`src/rtl/zx_bus_dma_ctrl_if.sv`:
```
// Z80 shared-bus signal bundle for zx_bus_dma_ctrl.
//
// master modport: the DMA controller (drives request, address, strobes, write data).
// slave modport : the Z80 side / memory model (drives BUSACK and read data).
//
// Signals:
//   bus_req_n    Z80 BUSREQ, active low
//   bus_ack_n    Z80 BUSACK, active low, asynchronous to clk
//   bus_drive    tri-state enable for bus_addr and bus_ctrl
//   bus_addr     Z80 address
//   bus_ctrl     {mreq_n, iorq_n, rd_n, wr_n}
//   bus_data_out data driven during writes
//   bus_data_oe  data bus output enable
//   bus_data_in  sampled Z80 data bus
interface zx_bus_dma_ctrl_if;
    logic        bus_req_n;
    logic        bus_ack_n;
    logic        bus_drive;
    logic [15:0] bus_addr;
    logic [3:0]  bus_ctrl;
    logic [7:0]  bus_data_out;
    logic        bus_data_oe;
    logic [7:0]  bus_data_in;

    modport master (
        output bus_req_n, bus_drive, bus_addr, bus_ctrl, bus_data_out, bus_data_oe,
        input  bus_ack_n, bus_data_in
    );

    modport slave (
        input  bus_req_n, bus_drive, bus_addr, bus_ctrl, bus_data_out, bus_data_oe,
        output bus_ack_n, bus_data_in
    );
endinterface

```
`src/rtl/zx_bus_dma_ctrl.sv`:
```
// Z80 bus-takeover DMA sequencer between the SD loader and Spectrum memory.
//
// Requests the bus with BUSREQ, waits for a synchronised BUSACK, then runs timed memory
// read or write cycles over a contiguous address range and hands the bus back.
//
// Optional build macro: ZX_DMA_ACK_TIMEOUT_EN adds a BUSACK timeout that aborts the
// command with a sticky error; without it REQ waits forever and error is tied low.
//
// Ports:
//   clk, reset            clock, synchronous active-high reset
//   cmd_start/write/addr/len   command: pulse start, direction, first address, byte count
//   busy, done, error     status: busy span, one-cycle completion, sticky abort flag
//   wr_data/valid/ready   loader-to-Z80 byte stream (consumed on valid & ready)
//   rd_data/valid         Z80-to-loader bytes, one-cycle strobe per byte
//   bus                   Z80 bus bundle (zx_bus_dma_ctrl_if.master)
module zx_bus_dma_ctrl #(
    parameter int unsigned SETUP_CYCLES  = 1,
    parameter int unsigned STROBE_CYCLES = 4,
    parameter int unsigned ACK_TIMEOUT   = 65535
) (
    input  logic        clk,
    input  logic        reset,
    input  logic        cmd_start,
    input  logic        cmd_write,
    input  logic [15:0] cmd_addr,
    input  logic [15:0] cmd_len,
    output logic        busy,
    output logic        done,
    output logic        error,
    input  logic [7:0]  wr_data,
    input  logic        wr_valid,
    output logic        wr_ready,
    output logic [7:0]  rd_data,
    output logic        rd_valid,
    zx_bus_dma_ctrl_if.master bus
);

    typedef enum logic [2:0] {
        StIdle,
        StReq,
        StAddr,
        StSetup,
        StStrobe,
        StRecover,
        StRelease
    } state_e;

    state_e      state_q, state_d;
    logic [15:0] addr_q, addr_d;
    logic [15:0] len_q, len_d;
    logic        write_q, write_d;
    logic [3:0]  cnt_q, cnt_d;
    logic        busy_q, busy_d;
    logic        done_q, done_d;
    logic [7:0]  data_out_q, data_out_d;
    logic [7:0]  rd_data_q, rd_data_d;
    logic        rd_valid_q, rd_valid_d;
    logic [1:0]  ack_sync_q;
    logic        ack_s;

`ifdef ZX_DMA_ACK_TIMEOUT_EN
    logic        error_q, error_d;
    logic [15:0] to_cnt_q, to_cnt_d;
`endif

    // Synchroniser resets to "not acknowledged" (bus_ack_n high).
    assign ack_s = ~ack_sync_q[1];

    always_ff @(posedge clk) begin
        if (reset) begin
            state_q    <= StIdle;
            addr_q     <= 16'h0000;
            len_q      <= 16'h0000;
            write_q    <= 1'b0;
            cnt_q      <= 4'd0;
            busy_q     <= 1'b0;
            done_q     <= 1'b0;
            data_out_q <= 8'h00;
            rd_data_q  <= 8'h00;
            rd_valid_q <= 1'b0;
            ack_sync_q <= 2'b11;
`ifdef ZX_DMA_ACK_TIMEOUT_EN
            error_q    <= 1'b0;
            to_cnt_q   <= 16'h0000;
`endif
        end else begin
            state_q    <= state_d;
            addr_q     <= addr_d;
            len_q      <= len_d;
            write_q    <= write_d;
            cnt_q      <= cnt_d;
            busy_q     <= busy_d;
            done_q     <= done_d;
            data_out_q <= data_out_d;
            rd_data_q  <= rd_data_d;
            rd_valid_q <= rd_valid_d;
            ack_sync_q <= {ack_sync_q[0], bus.bus_ack_n};
`ifdef ZX_DMA_ACK_TIMEOUT_EN
            error_q    <= error_d;
            to_cnt_q   <= to_cnt_d;
`endif
        end
    end

    always_comb begin
        state_d    = state_q;
        addr_d     = addr_q;
        len_d      = len_q;
        write_d    = write_q;
        cnt_d      = cnt_q;
        // busy stays up through the done cycle and drops right after it
        busy_d     = busy_q & ~done_q;
        done_d     = 1'b0;
        data_out_d = data_out_q;
        rd_data_d  = rd_data_q;
        rd_valid_d = 1'b0;
`ifdef ZX_DMA_ACK_TIMEOUT_EN
        error_d    = error_q;
        to_cnt_d   = to_cnt_q;
`endif

        case (state_q)
            StIdle: begin
                if (cmd_start && !busy_q) begin
                    addr_d  = cmd_addr;
                    len_d   = cmd_len;
                    write_d = cmd_write;
                    busy_d  = 1'b1;
`ifdef ZX_DMA_ACK_TIMEOUT_EN
                    error_d  = 1'b0;
                    to_cnt_d = 16'h0000;
`endif
                    if (cmd_len == 16'h0000) begin
                        done_d = 1'b1;
                    end else begin
                        state_d = StReq;
                    end
                end
            end

            StReq: begin
                if (ack_s) begin
                    state_d = StAddr;
                end
`ifdef ZX_DMA_ACK_TIMEOUT_EN
                else if (to_cnt_q == 16'(ACK_TIMEOUT - 1)) begin
                    error_d = 1'b1;
                    done_d  = 1'b1;
                    state_d = StIdle;
                end else begin
                    to_cnt_d = to_cnt_q + 16'h0001;
                end
`endif
            end

            StAddr: begin
                if (!write_q) begin
                    cnt_d   = 4'd0;
                    state_d = StSetup;
                end else if (wr_valid) begin
                    data_out_d = wr_data;
                    cnt_d      = 4'd0;
                    state_d    = StSetup;
                end
            end

            StSetup: begin
                if (cnt_q == 4'(SETUP_CYCLES - 1)) begin
                    cnt_d   = 4'd0;
                    state_d = StStrobe;
                end else begin
                    cnt_d = cnt_q + 4'd1;
                end
            end

            StStrobe: begin
                if (cnt_q == 4'(STROBE_CYCLES - 1)) begin
                    state_d = StRecover;
                    if (!write_q) begin
                        // sample on the final strobe clock so rd_valid lands in RECOVER
                        rd_data_d  = bus.bus_data_in;
                        rd_valid_d = 1'b1;
                    end
                end else begin
                    cnt_d = cnt_q + 4'd1;
                end
            end

            StRecover: begin
                addr_d  = addr_q + 16'h0001;
                len_d   = len_q - 16'h0001;
                state_d = (len_q == 16'h0001) ? StRelease : StAddr;
            end

            StRelease: begin
                if (!ack_s) begin
                    done_d  = 1'b1;
                    state_d = StIdle;
                end
            end

            default: state_d = StIdle;
        endcase
    end

    always_comb begin
        wr_ready         = (state_q == StAddr) && write_q;
        bus.bus_req_n    = !((state_q == StReq) || (state_q == StAddr) ||
                             (state_q == StSetup) || (state_q == StStrobe) ||
                             (state_q == StRecover));
        bus.bus_drive    = (state_q == StAddr) || (state_q == StSetup) ||
                           (state_q == StStrobe) || (state_q == StRecover);
        // data enable only spans write cycles, strictly inside the bus_drive window
        bus.bus_data_oe  = write_q && ((state_q == StSetup) || (state_q == StStrobe) ||
                                       (state_q == StRecover));
        bus.bus_ctrl     = 4'b1111;
        if (state_q == StStrobe) begin
            bus.bus_ctrl = {1'b0, 1'b1, write_q, ~write_q};
        end
        bus.bus_addr     = addr_q;
        bus.bus_data_out = data_out_q;
    end

    assign busy     = busy_q;
    assign done     = done_q;
    assign rd_data  = rd_data_q;
    assign rd_valid = rd_valid_q;

`ifdef ZX_DMA_ACK_TIMEOUT_EN
    assign error = error_q;
`else
    assign error = 1'b0;
`endif

endmodule

```
`src/flat_wrapper.sv`:
```
// flat-port wrapper written by rule: the top's interface ports become plain ports
module zx_bus_dma_ctrl_flat 
#(
    parameter int unsigned SETUP_CYCLES  = 1,
    parameter int unsigned STROBE_CYCLES = 4,
    parameter int unsigned ACK_TIMEOUT   = 65535
)
  (clk, reset, cmd_start, cmd_write, cmd_addr, cmd_len, busy, done, error, wr_data, wr_valid, wr_ready, rd_data, rd_valid, bus_bus_req_n, bus_bus_drive, bus_bus_addr, bus_bus_ctrl, bus_bus_data_out, bus_bus_data_oe, bus_bus_ack_n, bus_bus_data_in);
  zx_bus_dma_ctrl_if bus_i ();
  input  logic clk;
  input  logic reset;
  input  logic cmd_start;
  input  logic cmd_write;
  input  logic [15:0] cmd_addr;
  input  logic [15:0] cmd_len;
  output logic busy;
  output logic done;
  output logic error;
  input  logic [7:0] wr_data;
  input  logic wr_valid;
  output logic wr_ready;
  output logic [7:0] rd_data;
  output logic rd_valid;
  output wire logic [$bits(bus_i.bus_req_n)-1:0] bus_bus_req_n;
  output wire logic [$bits(bus_i.bus_drive)-1:0] bus_bus_drive;
  output wire logic [$bits(bus_i.bus_addr)-1:0] bus_bus_addr;
  output wire logic [$bits(bus_i.bus_ctrl)-1:0] bus_bus_ctrl;
  output wire logic [$bits(bus_i.bus_data_out)-1:0] bus_bus_data_out;
  output wire logic [$bits(bus_i.bus_data_oe)-1:0] bus_bus_data_oe;
  input wire logic [$bits(bus_i.bus_ack_n)-1:0] bus_bus_ack_n;
  input wire logic [$bits(bus_i.bus_data_in)-1:0] bus_bus_data_in;
  assign bus_bus_req_n = bus_i.bus_req_n;
  assign bus_bus_drive = bus_i.bus_drive;
  assign bus_bus_addr = bus_i.bus_addr;
  assign bus_bus_ctrl = bus_i.bus_ctrl;
  assign bus_bus_data_out = bus_i.bus_data_out;
  assign bus_bus_data_oe = bus_i.bus_data_oe;
  assign bus_i.bus_ack_n = bus_bus_ack_n;
  assign bus_i.bus_data_in = bus_bus_data_in;
  zx_bus_dma_ctrl #(.SETUP_CYCLES(SETUP_CYCLES), .STROBE_CYCLES(STROBE_CYCLES), .ACK_TIMEOUT(ACK_TIMEOUT)) u_core (.clk(clk), .reset(reset), .cmd_start(cmd_start), .cmd_write(cmd_write), .cmd_addr(cmd_addr), .cmd_len(cmd_len), .busy(busy), .done(done), .error(error), .wr_data(wr_data), .wr_valid(wr_valid), .wr_ready(wr_ready), .rd_data(rd_data), .rd_valid(rd_valid), .bus(bus_i));
endmodule
```
`config.mk`:
```
export PLATFORM = sky130hd
export DESIGN_NAME = zx_bus_dma_ctrl_flat
export DESIGN_NICKNAME = d
export VERILOG_FILES = /design/src/rtl/zx_bus_dma_ctrl_if.sv /design/src/rtl/zx_bus_dma_ctrl.sv /design/src/flat_wrapper.sv
export SDC_FILE = /design/constraint.sdc
export NUM_CORES = 1
export LEC_CHECK = 0
export ABC_AREA = 0
export BUFFER_PORTS_ARGS = -buffer_cell sky130_fd_sc_hd__clkbuf_2
export CAP_MARGIN = 20
export CORE_MARGIN = 5
export CORE_UTILIZATION = 40
export CTS_BUF_LIST = sky130_fd_sc_hd__clkbuf_2 sky130_fd_sc_hd__clkbuf_4 sky130_fd_sc_hd__clkbuf_8
export CTS_CLUSTER_SIZE = 16
export DETAILED_ROUTE_END_ITERATION = 6
export PLACE_DENSITY_LB_ADDON = 0.08
export SETUP_SLACK_MARGIN = 0.2
export SYNTH_ARGS = -nofsm -noshare
export SYNTH_HDL_FRONTEND = slang
export SYNTH_SLANG_ARGS = --single-unit
```
`constraint.sdc`:
```
create_clock -name clk -period 2.1 [get_ports clk]
set_clock_uncertainty 0.2 [all_clocks]
set_input_delay 0 -clock clk [delete_from_list [all_inputs] [get_ports clk]]
set_output_delay 0 -clock clk [all_outputs]
set_load 0.03 [all_outputs]
```
### After elaboration in Yosys (flattened, before gate mapping)

Cells that the tools add are included.

* bits in registers: 61
* bits in latches: 0
* bits in writable memories: 0
* bits in read-only memories: 0
* bits of input ports: 54
* output and inout port bits: 44
* logic and storage cells: 88
* memories: 0

* add/subtract/negate cells: 3
* multiply operators: 0
* divide/modulo/power cells: 0
* magnitude comparators: 0
* equality and inequality tests: 16
* shift operators: 0
* mux-type cells: 27
* bitwise logic cells: 5
* reduce and logical (&&, ||, !) cells: 26

Operator list (number)
* $pmux W16 S2: 2
* $mux W16: 2
* $mux W3: 9
* $pmux W3 S7: 1
* $mux W4: 5
* $add A16 B1 Y16 const B: 1
* $eq A16 B1 Y1 const B: 1
* $logic_not A16 Y1: 1
* $sub A16 B1 Y16 const B: 1
* $pmux W4 S3: 1
* $eq A3 B3 Y1 const B: 3
* $logic_or A1 B1 Y1: 9
* $reduce_and A3 Y1: 3
* $ne A2 B1 Y1 const B: 4
* $reduce_and A7 Y1: 1
* $eq A3 B2 Y1 const B: 2
* $mux W1: 6
* $ne A2 B2 Y1 const B: 3
* $add A4 B1 Y4 const B: 1
* $eq A4 B2 Y1 const B: 1
* $logic_not A4 Y1: 1
* $not A1 Y1: 4
* $reduce_and A2 Y1: 2
* $eq A3 B1 Y1 const B: 1
* other kinds (9): 12

### Longest topological paths before layout

Gate-level depths: netlist of run 1.

* depth in word-level cells: 6
* mapped depth: 9
* depth with buffers taken out: 7

### Worst setup path before layout of run 1

Ideal clock, no wire load.

* path type: reg2reg
* start: register u_core.state_q[1]
* end: register u_core.rd_data_q[4], in the netlist u_core.rd_data[4]
* setup time: 128 ps
* data arrival time: 2083 ps
* data required time: 1772 ps
* slack: -311 ps
* cell stages (with the launch flop): 10
* path buffers: 2
* clock period less this slack: 2411 ps
* cells stage by stage: dfxtp_1 -> clkbuf_1 -> or2b_1 -> nor2_1 -> inv_1 -> or2_2 -> nand2b_1 -> clkbuf_1 -> mux2i_1 -> nor2_1

* cells in the longest elaborated chain, start to end: 2

Ends and longest elaborated chain
* from (decl): line zx_bus_dma_ctrl.sv:48 `state_e state_q, state_d;`
* from (signal assigned): line zx_bus_dma_ctrl.sv:71 `state_q <= StIdle;`
* from (signal assigned): line zx_bus_dma_ctrl.sv:87 `state_q <= state_d;`
* $eq A3 B3 Y1: line zx_bus_dma_ctrl.sv:122 `case (state_q)`
* $reduce_and A3 Y1 (no source line)
* to (signal assigned): line zx_bus_dma_ctrl.sv:95 `rd_data_q <= rd_data_d;`
* to (decl): line zx_bus_dma_ctrl.sv:56 `logic [7:0] rd_data_q, rd_data_d;`

Every way passes these cells.
A chain may end at the register's enable or synchronous reset.

### Worst setup path in the final report of run 1

* start: register u_core.len_q[5]
* end: register u_core.len_q[11]

* cells in the longest elaborated chain, start to end: 2

Ends and longest elaborated chain
* from (decl): line zx_bus_dma_ctrl.sv:50 `logic [15:0] len_q, len_d;`
* from (signal assigned): line zx_bus_dma_ctrl.sv:89 `len_q <= len_d;`
* $sub A16 B1 Y16: line zx_bus_dma_ctrl.sv:191 `len_d = len_q - 16'h0001;`
* $pmux W16 S2: line zx_bus_dma_ctrl.sv:122

Every way passes these cells.

==> results of run 1 <==
## layer usage
| metal | wire [um] | share of wire | up-vias | global-route usage |
|---|---|---|---|---|
| li1 | - | - | 1748 | - |
| met1 | 4720 | 0.43 | 1743 | 0.275 |
| met2 | 5550 | 0.51 | 107 | 0.391 |
| met3 | 479 | 0.044 | 24 | 0.0452 |
| met4 | 189 | 0.017 | 0 | 0.0821 |
| met5 | 0 | 0 | - | 0 |
## logic make-up after synthesis
family | count (synthesis) | synth area share
xor gates and xnor gates | 2 | 0.00578
DFF | 61 | 0.403
muxes | 13 | 0.0446
adders and majority gates | 5 | 0.0206
and+or+nand+nor | 168 | 0.287
other | 2 | 0.00248
AOI/OAI and AO/OA | 86 | 0.187
buffers and inverters | 36 | 0.0499
## final cells by class
cell class / count / area [um^2] / share of cell area
Multi-Input combinational cell: 277 / 2140 / 0.394
Timing Repair Buffer: 209 / 1670 / 0.307
Sequential cell: 61 / 1240 / 0.228
Clock buffer: 9 / 124 / 0.0228
Tap cell: 99 / 124 / 0.0228
Clock inverter: 7 / 90.1 / 0.0166
Inverter: 10 / 47.5 / 0.00874
## state kept, by name, indices dropped and copies added (netlist names)
signal,count
u_core.bus.bus_addr,16
u_core.rd_valid,1
u_core.bus.bus_data_out,8
u_core.write_q,1
u_core.ack_sync_q,2
u_core.busy,1
u_core.state_q,3
u_core.done,1
u_core.len_q,16
u_core.cnt_q,4
u_core.rd_data,8
## how the worst max path moves through the flow
stage,start,end,cells past startpoint
after floorplan,u_core.len_q[5]$_SDFFE_PP0P_,u_core.len_q[15]$_SDFFE_PP0P_,6
final,u_core.len_q[5]$_SDFFE_PP0P_,u_core.len_q[11]$_SDFFE_PP0P_,5
after CTS,u_core.len_q[5]$_SDFFE_PP0P_,u_core.len_q[11]$_SDFFE_PP0P_,5
after global routing,u_core.len_q[5]$_SDFFE_PP0P_,u_core.len_q[11]$_SDFFE_PP0P_,5
after detailed placement,u_core.len_q[5]$_SDFFE_PP0P_,u_core.len_q[11]$_SDFFE_PP0P_,5
after global placement,u_core.len_q[5]$_SDFFE_PP0P_,u_core.len_q[11]$_SDFFE_PP0P_,5
## timing repair
action                                 CTS  global route
setup endpoints to repair               47            60
pin swaps                               41            19
cloned                                   4             1
hold buffers                            52             0
resized for setup                       87            45
endpoints found under the hold margin   51             0
buffers inserted                        14             5
## through the flow
step	utilization	std cells	setup TNS [ns]	setup WS, ns	hold slack [ns]
2_1_floorplan	-	373	-0.585	-0.127	-0.0962
3_3_place_gp	0.532	580	-0.382	-0.149	-0.0133
3_5_place_dp	0.532	580	-0.596	-0.177	-0.0125
4_1_cts	0.709	666	-0.301	-0.104	0.120
5_1_grt	0.742	672	-1.59	-0.168	0.206
6_report	0.742	672	-0.390	-0.117	0.173
## layout by cell type, fill, tap and decap left out, types with 5 or more instances in the layout
master and instances:
nor2_4 9, a31oi_1 9, nor2_1 32, or3_1 7, nand3_1 11, o211ai_1 11
buf_6 10, buf_4 42, clkbuf_2 92, clkbuf_8 9, buf_12 5, inv_1 6
dfxtp_1 47, nand3_2 5, nor3_1 7, nand2_2 8, mux2i_1 9, a21oi_2 13
or2_2 5, dfxtp_2 14, nand2_1 28, a21oi_1 21, nand4_1 5, dlygate4sd3_1 52
nor4_1 7
## power by group through the flow
stage / Clock, mW / Sequential, mW / Combinational [mW]
after floorplan: 0 / 1.72 / 1.18
final: 1.17 / 1.59 / 3.24
after global routing: 1.23 / 1.62 / 3.44
after CTS: 1.17 / 1.57 / 2.91
after global placement: 0 / 1.57 / 2.00
after detailed placement: 0 / 1.58 / 2.02
==> impl_metrics.py, run 1 <==
metrics = {
    "run_status": {
        "status": "finished, violations left",
        "failed_checks": "negative setup slack",
    },
    "cells_and_area": {
        "fillers": 500,
        "finalNetCount": 627,
        "layout-drive-gt1-share": 0.503,
        "antenna_cells": 0,
        "fin_area_um2": 5440,
        "area_delta_synth_final_pct": 79.4,
    },
    "global_route": {
        "grt_pass1_vias": 3641,
        "grt_usage": 0.225,
        "gr-total-overflow": 0,
        "grt_max_degree": 35,
        "antenna_found_initial": 0,
        "grt_pass1_wl_um": 17500,
    },
    "logic_synthesis": {
        "synth_edf_count": 0,
        "synth_top_area_frac": 0.403,
        "ys.warnings.count": 0,
        "synth_area_um2": 3030,
        "synth_area_leaders": "dfxtp_1 40%, a21oi_1 5.4%, nor2_1 5.3%",
        "synth.distinct_cells": 63,
        "synthTopCellsByCount": "61 x dfxtp_1, 43 x nor2_1, 38 x nand2_1, 33 x a21oi_1, 19 x clkbuf_1",
        "async_flop_share": 0,
        "syn_area_per_cell_um2": 8.13,
        "synth_cells": 373,
        "synth_most_common_cell": "dfxtp_1",
        "yosys_most_used_dff": "dfxtp_1",
        "syn-num-nets": 432,
        "ys_seq_elements": 61,
        "ys_seq_area_frac": 0.403,
        "synth_top_area_cell": "dfxtp_1",
    },
    "min_path": {
        "hp-start": "reset",
        "hp-class": "in2reg",
        "holdPathStages": 2,
        "holdPathEnd": "u_core.write_q$_SDFFE_PP0P_",
    },
    "clock_network": {
        "clk_latency_ns": 0.35,
        "cts_made_buffers": 9,
        "cts_max_level": 3,
        "clock-sinks": 61,
        "cts_tree": "built",
        "path_clk_slew_ns": 0.07,
        "clockBufferDepth": 2,
        "cts_root_buf": "clkbuf_8",
    },
    "routing": {
        "vias": 3622,
        "antenna_left": 0,
        "drcViolationCount": 0,
        "drt-initial-drc-count": 170,
        "first_pass_iters": 4,
        "vias_per_cell": 5.39,
        "finalWirelength_um": 10900,
        "routedWlPerCell_um": 16.3,
    },
    "timing": {
        "post-route-min-period_ns": 2.22,
        "relSlewSlack": 0.437,
        "period_share": 1.06,
        "setup_viol": 11,
        "tightest_slew_ns": 0.845,
        "final_hold_viol_count": 0,
        "slew_viol_final": 0,
        "finalWorstSetupSlack_ns": -0.117,
        "max_freq_mhz": 451,
        "rsz0062_at_grt": "true",
    },
    "setup_path": {
        "start_kind": "flip-flop",
        "cpMaxStageDelayCell": "or4_4",
        "rr_startpoint": "u_core.len_q[5]$_SDFFE_PP0P_",
        "path_buf_inv": 0,
        "r2r_setup_slack_ns": -0.12,
        "critPathTopFamily": "simple AND/OR/NAND/NOR gates",
        "crit_arrival_ns": 2.29,
        "end_kind": "flip-flop",
        "cp_slowest_stage_delay_ns": 0.43,
        "crit_path_cell_trace": "or3_4 > or3_4 > or4_4 > or3_1 > a31oi_1",
        "r2r_cells": 5,
        "crit_path_frequent_cell": "or3_4",
        "crit_fanout": 6,
        "r2r_end": "u_core.len_q[11]$_SDFFE_PP0P_",
        "cp.required_ns": 2.17,
        "critPathKind": "reg2reg",
    },
    "pwr": {
        "sw_frac_of_total": 0.387,
        "internal_power_mw": 3.68,
        "total_power_mw": 6.00,
        "p_switching_mw": 2.32,
        "p_comb_frac": 0.540,
        "p_per_area_nw_per_um2": 1100,
        "sequentialPowerShare": 0.265,
        "pwr-share-clk": 0.195,
        "p_leak_nw": 2.30,
        "ir_drop_mv": 0.491,
    },
    "floorplan": {
        "fp.dieH_um": 97.1,
        "coreArea_um2": 7330,
        "rows": 31,
        "io_pins": 98,
        "die_w_um": 97.1,
        "start_util": 0.414,
        "die_area_um2": 9420,
    },
    "placed_design": {
        "portBuffers": 95,
        "dpl_cell_area_um2": 3900,
        "dp_hpwl_um": 6620,
        "gp_congestion": 0.868,
    },
    "run": {
        "maxCapViolCount": 0,
    },
}
(Power assumes the default switching activity.)
==> run 2: changes to the inputs <==
--- a/config.mk
+++ b/config.mk
@@ -5,7 +5,7 @@
 export SDC_FILE = /design/constraint.sdc
 export NUM_CORES = 1
 export LEC_CHECK = 0
-export ABC_AREA = 0
+export ABC_AREA = 1
 export BUFFER_PORTS_ARGS = -buffer_cell sky130_fd_sc_hd__clkbuf_2
 export CAP_MARGIN = 20
 export CORE_MARGIN = 5
==> run 2 against run 1 <==
- the run now ends clean
- synthesized cell count up 43%
- worst hold slack better by 0.045 ns
- count of clock-buffer cells in the layout up 1
- non-clock buffer count down 48
- highest routed layer unchanged
- sequential power up 7%
- first-iteration DRC count up 10%
- global-route usage down 3.4 points
- utilization down 18 points
- register-to-register slack better by 0.43 ns
- setup slack better by 0.42 ns
- via count up 8.1%
==> impl_metrics.py, run 2 <==
metrics = {
    "run_status": {
        "status": "complete, no violations",
    },
    "logic_synthesis": {
        "synth_area_leaders": "dfxtp_1 34%, nand2_1 14%, nor2_1 7.5%",
        "ys_seq_area_frac": 0.340,
        "synth.distinct_cells": 43,
        "synth_most_common_cell": "nand2_1",
        "synth_top_area_frac": 0.340,
        "synth_cells": 533,
        "yosys_most_used_dff": "dfxtp_1",
        "syn_area_per_cell_um2": 6.75,
        "synthTopCellsByCount": "131 x nand2_1, 72 x nor2_1, 61 x dfxtp_1, 43 x inv_1, 41 x nand3_1",
        "synth_area_um2": 3600,
        "synth_edf_count": 0,
        "synth_top_area_cell": "dfxtp_1",
        "async_flop_share": 0,
        "ys.warnings.count": 0,
        "ys_seq_elements": 61,
        "syn-num-nets": 592,
    },
    "routing": {
        "antenna_left": 0,
        "drt-initial-drc-count": 187,
        "vias": 3917,
        "finalWirelength_um": 10700,
        "drcViolationCount": 0,
        "vias_per_cell": 4.91,
        "routedWlPerCell_um": 13.5,
        "first_pass_iters": 5,
    },
    "global_route": {
        "busiest_layer": "met2",
        "globalRouteMet2Util": 0.327,
        "met3_usage": 0.0493,
        "grt_pass1_wl_um": 17600,
        "grt_max_degree": 34,
        "grt_util_met1": 0.236,
        "gr-total-overflow": 0,
        "grt_pass1_vias": 3715,
        "grt_usage": 0.191,
        "antenna_found_initial": 0,
    },
    "clock_network": {
        "cts_tree": "built",
        "cts_made_buffers": 9,
        "path_clk_slew_ns": 0.07,
        "clock-sinks": 61,
        "clk_latency_ns": 0.34,
        "cts_max_level": 3,
        "cts_root_buf": "clkbuf_8",
        "clockBufferDepth": 2,
    },
    "cells_and_area": {
        "fillers": 835,
        "fin_area_um2": 4910,
        "final_cell_mix": "131 x nand2_1, 95 x clkbuf_2, 71 x nor2_1, 57 x dfxtp_1, 54 x dlygate4sd3_1",
        "instances_no_fill": 798,
        "antenna_cells": 0,
        "area_delta_synth_final_pct": 36.5,
        "layout-drive-gt1-share": 0.251,
        "finalNetCount": 744,
        "mostFrequentLayoutCell": "nand2_1",
    },
    "floorplan": {
        "die_w_um": 105,
        "coreArea_um2": 8720,
        "io_pins": 98,
        "rows": 34,
        "die_area_um2": 11000,
        "fp.dieH_um": 105,
        "start_util": 0.412,
    },
    "setup_path": {
        "crit_path_cell_trace": "inv_2 > nor2_1 > nand2_1 > nor2_4 > clkbuf_2",
        "end_kind": "output port",
        "cp.required_ns": 1.90,
        "r2r_setup_slack_ns": 0.31,
        "start_kind": "flip-flop",
        "r2r_end": "u_core.bus.bus_addr[9]$_SDFFE_PP0P_",
        "critPathKind": "reg2out",
        "endpoint": "wr_ready",
        "r2r_cells": 8,
        "cpMaxStageDelayCell": "dfxtp_1",
        "path_depth": 5,
        "rr_startpoint": "u_core.state_q[1]$_SDFFE_PP0P_",
        "path_buf_inv": 2,
        "crit_fanout": 5,
        "crit_arrival_ns": 1.60,
        "critPathTopFamily": "simple AND/OR/NAND/NOR gates",
        "cp-startpoint": "u_core.state_q[1]$_SDFFE_PP0P_",
        "cp_slowest_stage_delay_ns": 0.41,
    },
    "timing": {
        "tns_ns": 0,
        "tightest_slew_ns": 0.536,
        "max_freq_mhz": 557,
        "slew_viol_final": 0,
        "final_hold_viol_count": 0,
        "relSlewSlack": 0.642,
        "post-route-min-period_ns": 1.80,
        "setup_viol": 0,
        "period_share": 0.856,
        "rsz0062_at_grt": "true",
    },
    "pwr": {
        "p_per_area_nw_per_um2": 1120,
        "ir_drop_mv": 0.518,
        "p_leak_nw": 2.12,
    },
    "min_path": {
        "hp-class": "in2reg",
    },
    "run": {
        "maxCapViolCount": 0,
    },
    "placed_design": {
        "portBuffers": 95,
        "dp.cells": 721,
        "dp_hpwl_um": 7430,
        "dpl_cell_area_um2": 4100,
        "gp_congestion": 0.870,
    },
}
-- run 2: changes by cell type in the layout (fill, tap and decap cells not counted), moves of 9 or more --
cell,delta
o211ai_1,-10
nor2_1,+39
nand2_1,+103
inv_1,+37
buf_6,-10
dfxtp_1,+10
nand4_1,+9
o21ai_0,+19
buf_4,-30
mux2i_1,-9
a21oi_1,+15
dfxtp_2,-10
nand3_1,+30
-- run 2: worst register-to-register path, stage by stage (launching register included) --
cell and delay (ns):
dfxtp_1 0.36, inv_2 0.13, nand2_2 0.10, nor2_4 0.15
nand2_8 0.16, nand2_8 0.22, o21ai_0 0.13, o21bai_1 0.16
a21oi_1 0.12
-- run 2: area by class of cell --
cell class              instances  area, um^2  share of cell area
clock buffers                  10         131              0.0268
multi-input cells             401        2050               0.417
flip-flops and latches         61        1230               0.250
well taps                     108         135              0.0275
inverters                      51         199              0.0405
repair buffers                161        1110               0.225
clock inverters                 6        63.8              0.0130
-- run 2: cell families after synthesis --
group | synth area share
and+or+nand+nor | 0.368
adders and majority gates | 0.0174
other | 0.00209
buffers and inverters | 0.0957
AOI/OAI and AO/OA | 0.167
xor gates and xnor gates | 0.00974
DFF | 0.340
-- run 2: timing repair --
| action | 4_1_cts | 5_1_grt |
|---|---|---|
| cloned | 0 | 0 |
| hold buffers | 54 | 0 |
| hold endpoints to repair | 54 | 0 |
| pin swaps | 0 | 2 |
| resized for setup | 1 | 7 |
| setup endpoints to repair | 7 | 19 |
| setup buffers | 0 | 7 |
-- run 2: stage by stage --
stage | total power [mW] | worst slack (ns) | hold slack (ns) | utilization
floorplan | 3.78 | 0.223 | -0.0962 | -
detailed placement | 4.30 | 0.193 | -0.00940 | 0.470
CTS | 5.45 | 0.214 | 0.197 | 0.555
global route | 5.93 | 0.172 | 0.250 | 0.563
finish | 5.49 | 0.303 | 0.218 | 0.563
global placement | 4.28 | 0.223 | -0.00729 | 0.470
-- run 2: worst min-delay path by stage --
stage,startpoint,to,cells after the start
finish,bus_bus_data_in[1],u_core.rd_data[1]$_SDFFE_PP0P_,4
global route,bus_bus_data_in[5],u_core.rd_data[5]$_SDFFE_PP0P_,4
CTS,bus_bus_data_in[4],u_core.rd_data[4]$_SDFFE_PP0P_,4
detailed placement,bus_bus_ack_n,u_core.ack_sync_q[0]$_SDFF_PP1_,2
global placement,bus_bus_ack_n,u_core.ack_sync_q[0]$_SDFF_PP1_,2
floorplan,bus_bus_ack_n,u_core.ack_sync_q[0]$_SDFF_PP1_,1
-- run 2: power breakdown --
part | switching [mW] | internal, mW
Combinational | 1.80 | 0.938
Sequential | 0.293 | 1.40
Clock | 0.495 | 0.559
Total | 2.59 | 2.90
-- run 2: metal layers --
| metal | share of wire | vias to the layer above |
|---|---|---|
| li1 | - | 2051 |
| met1 | 0.44 | 1756 |
| met2 | 0.49 | 93 |
| met3 | 0.046 | 17 |
| met4 | 0.019 | 0 |
| met5 | 0 | - |
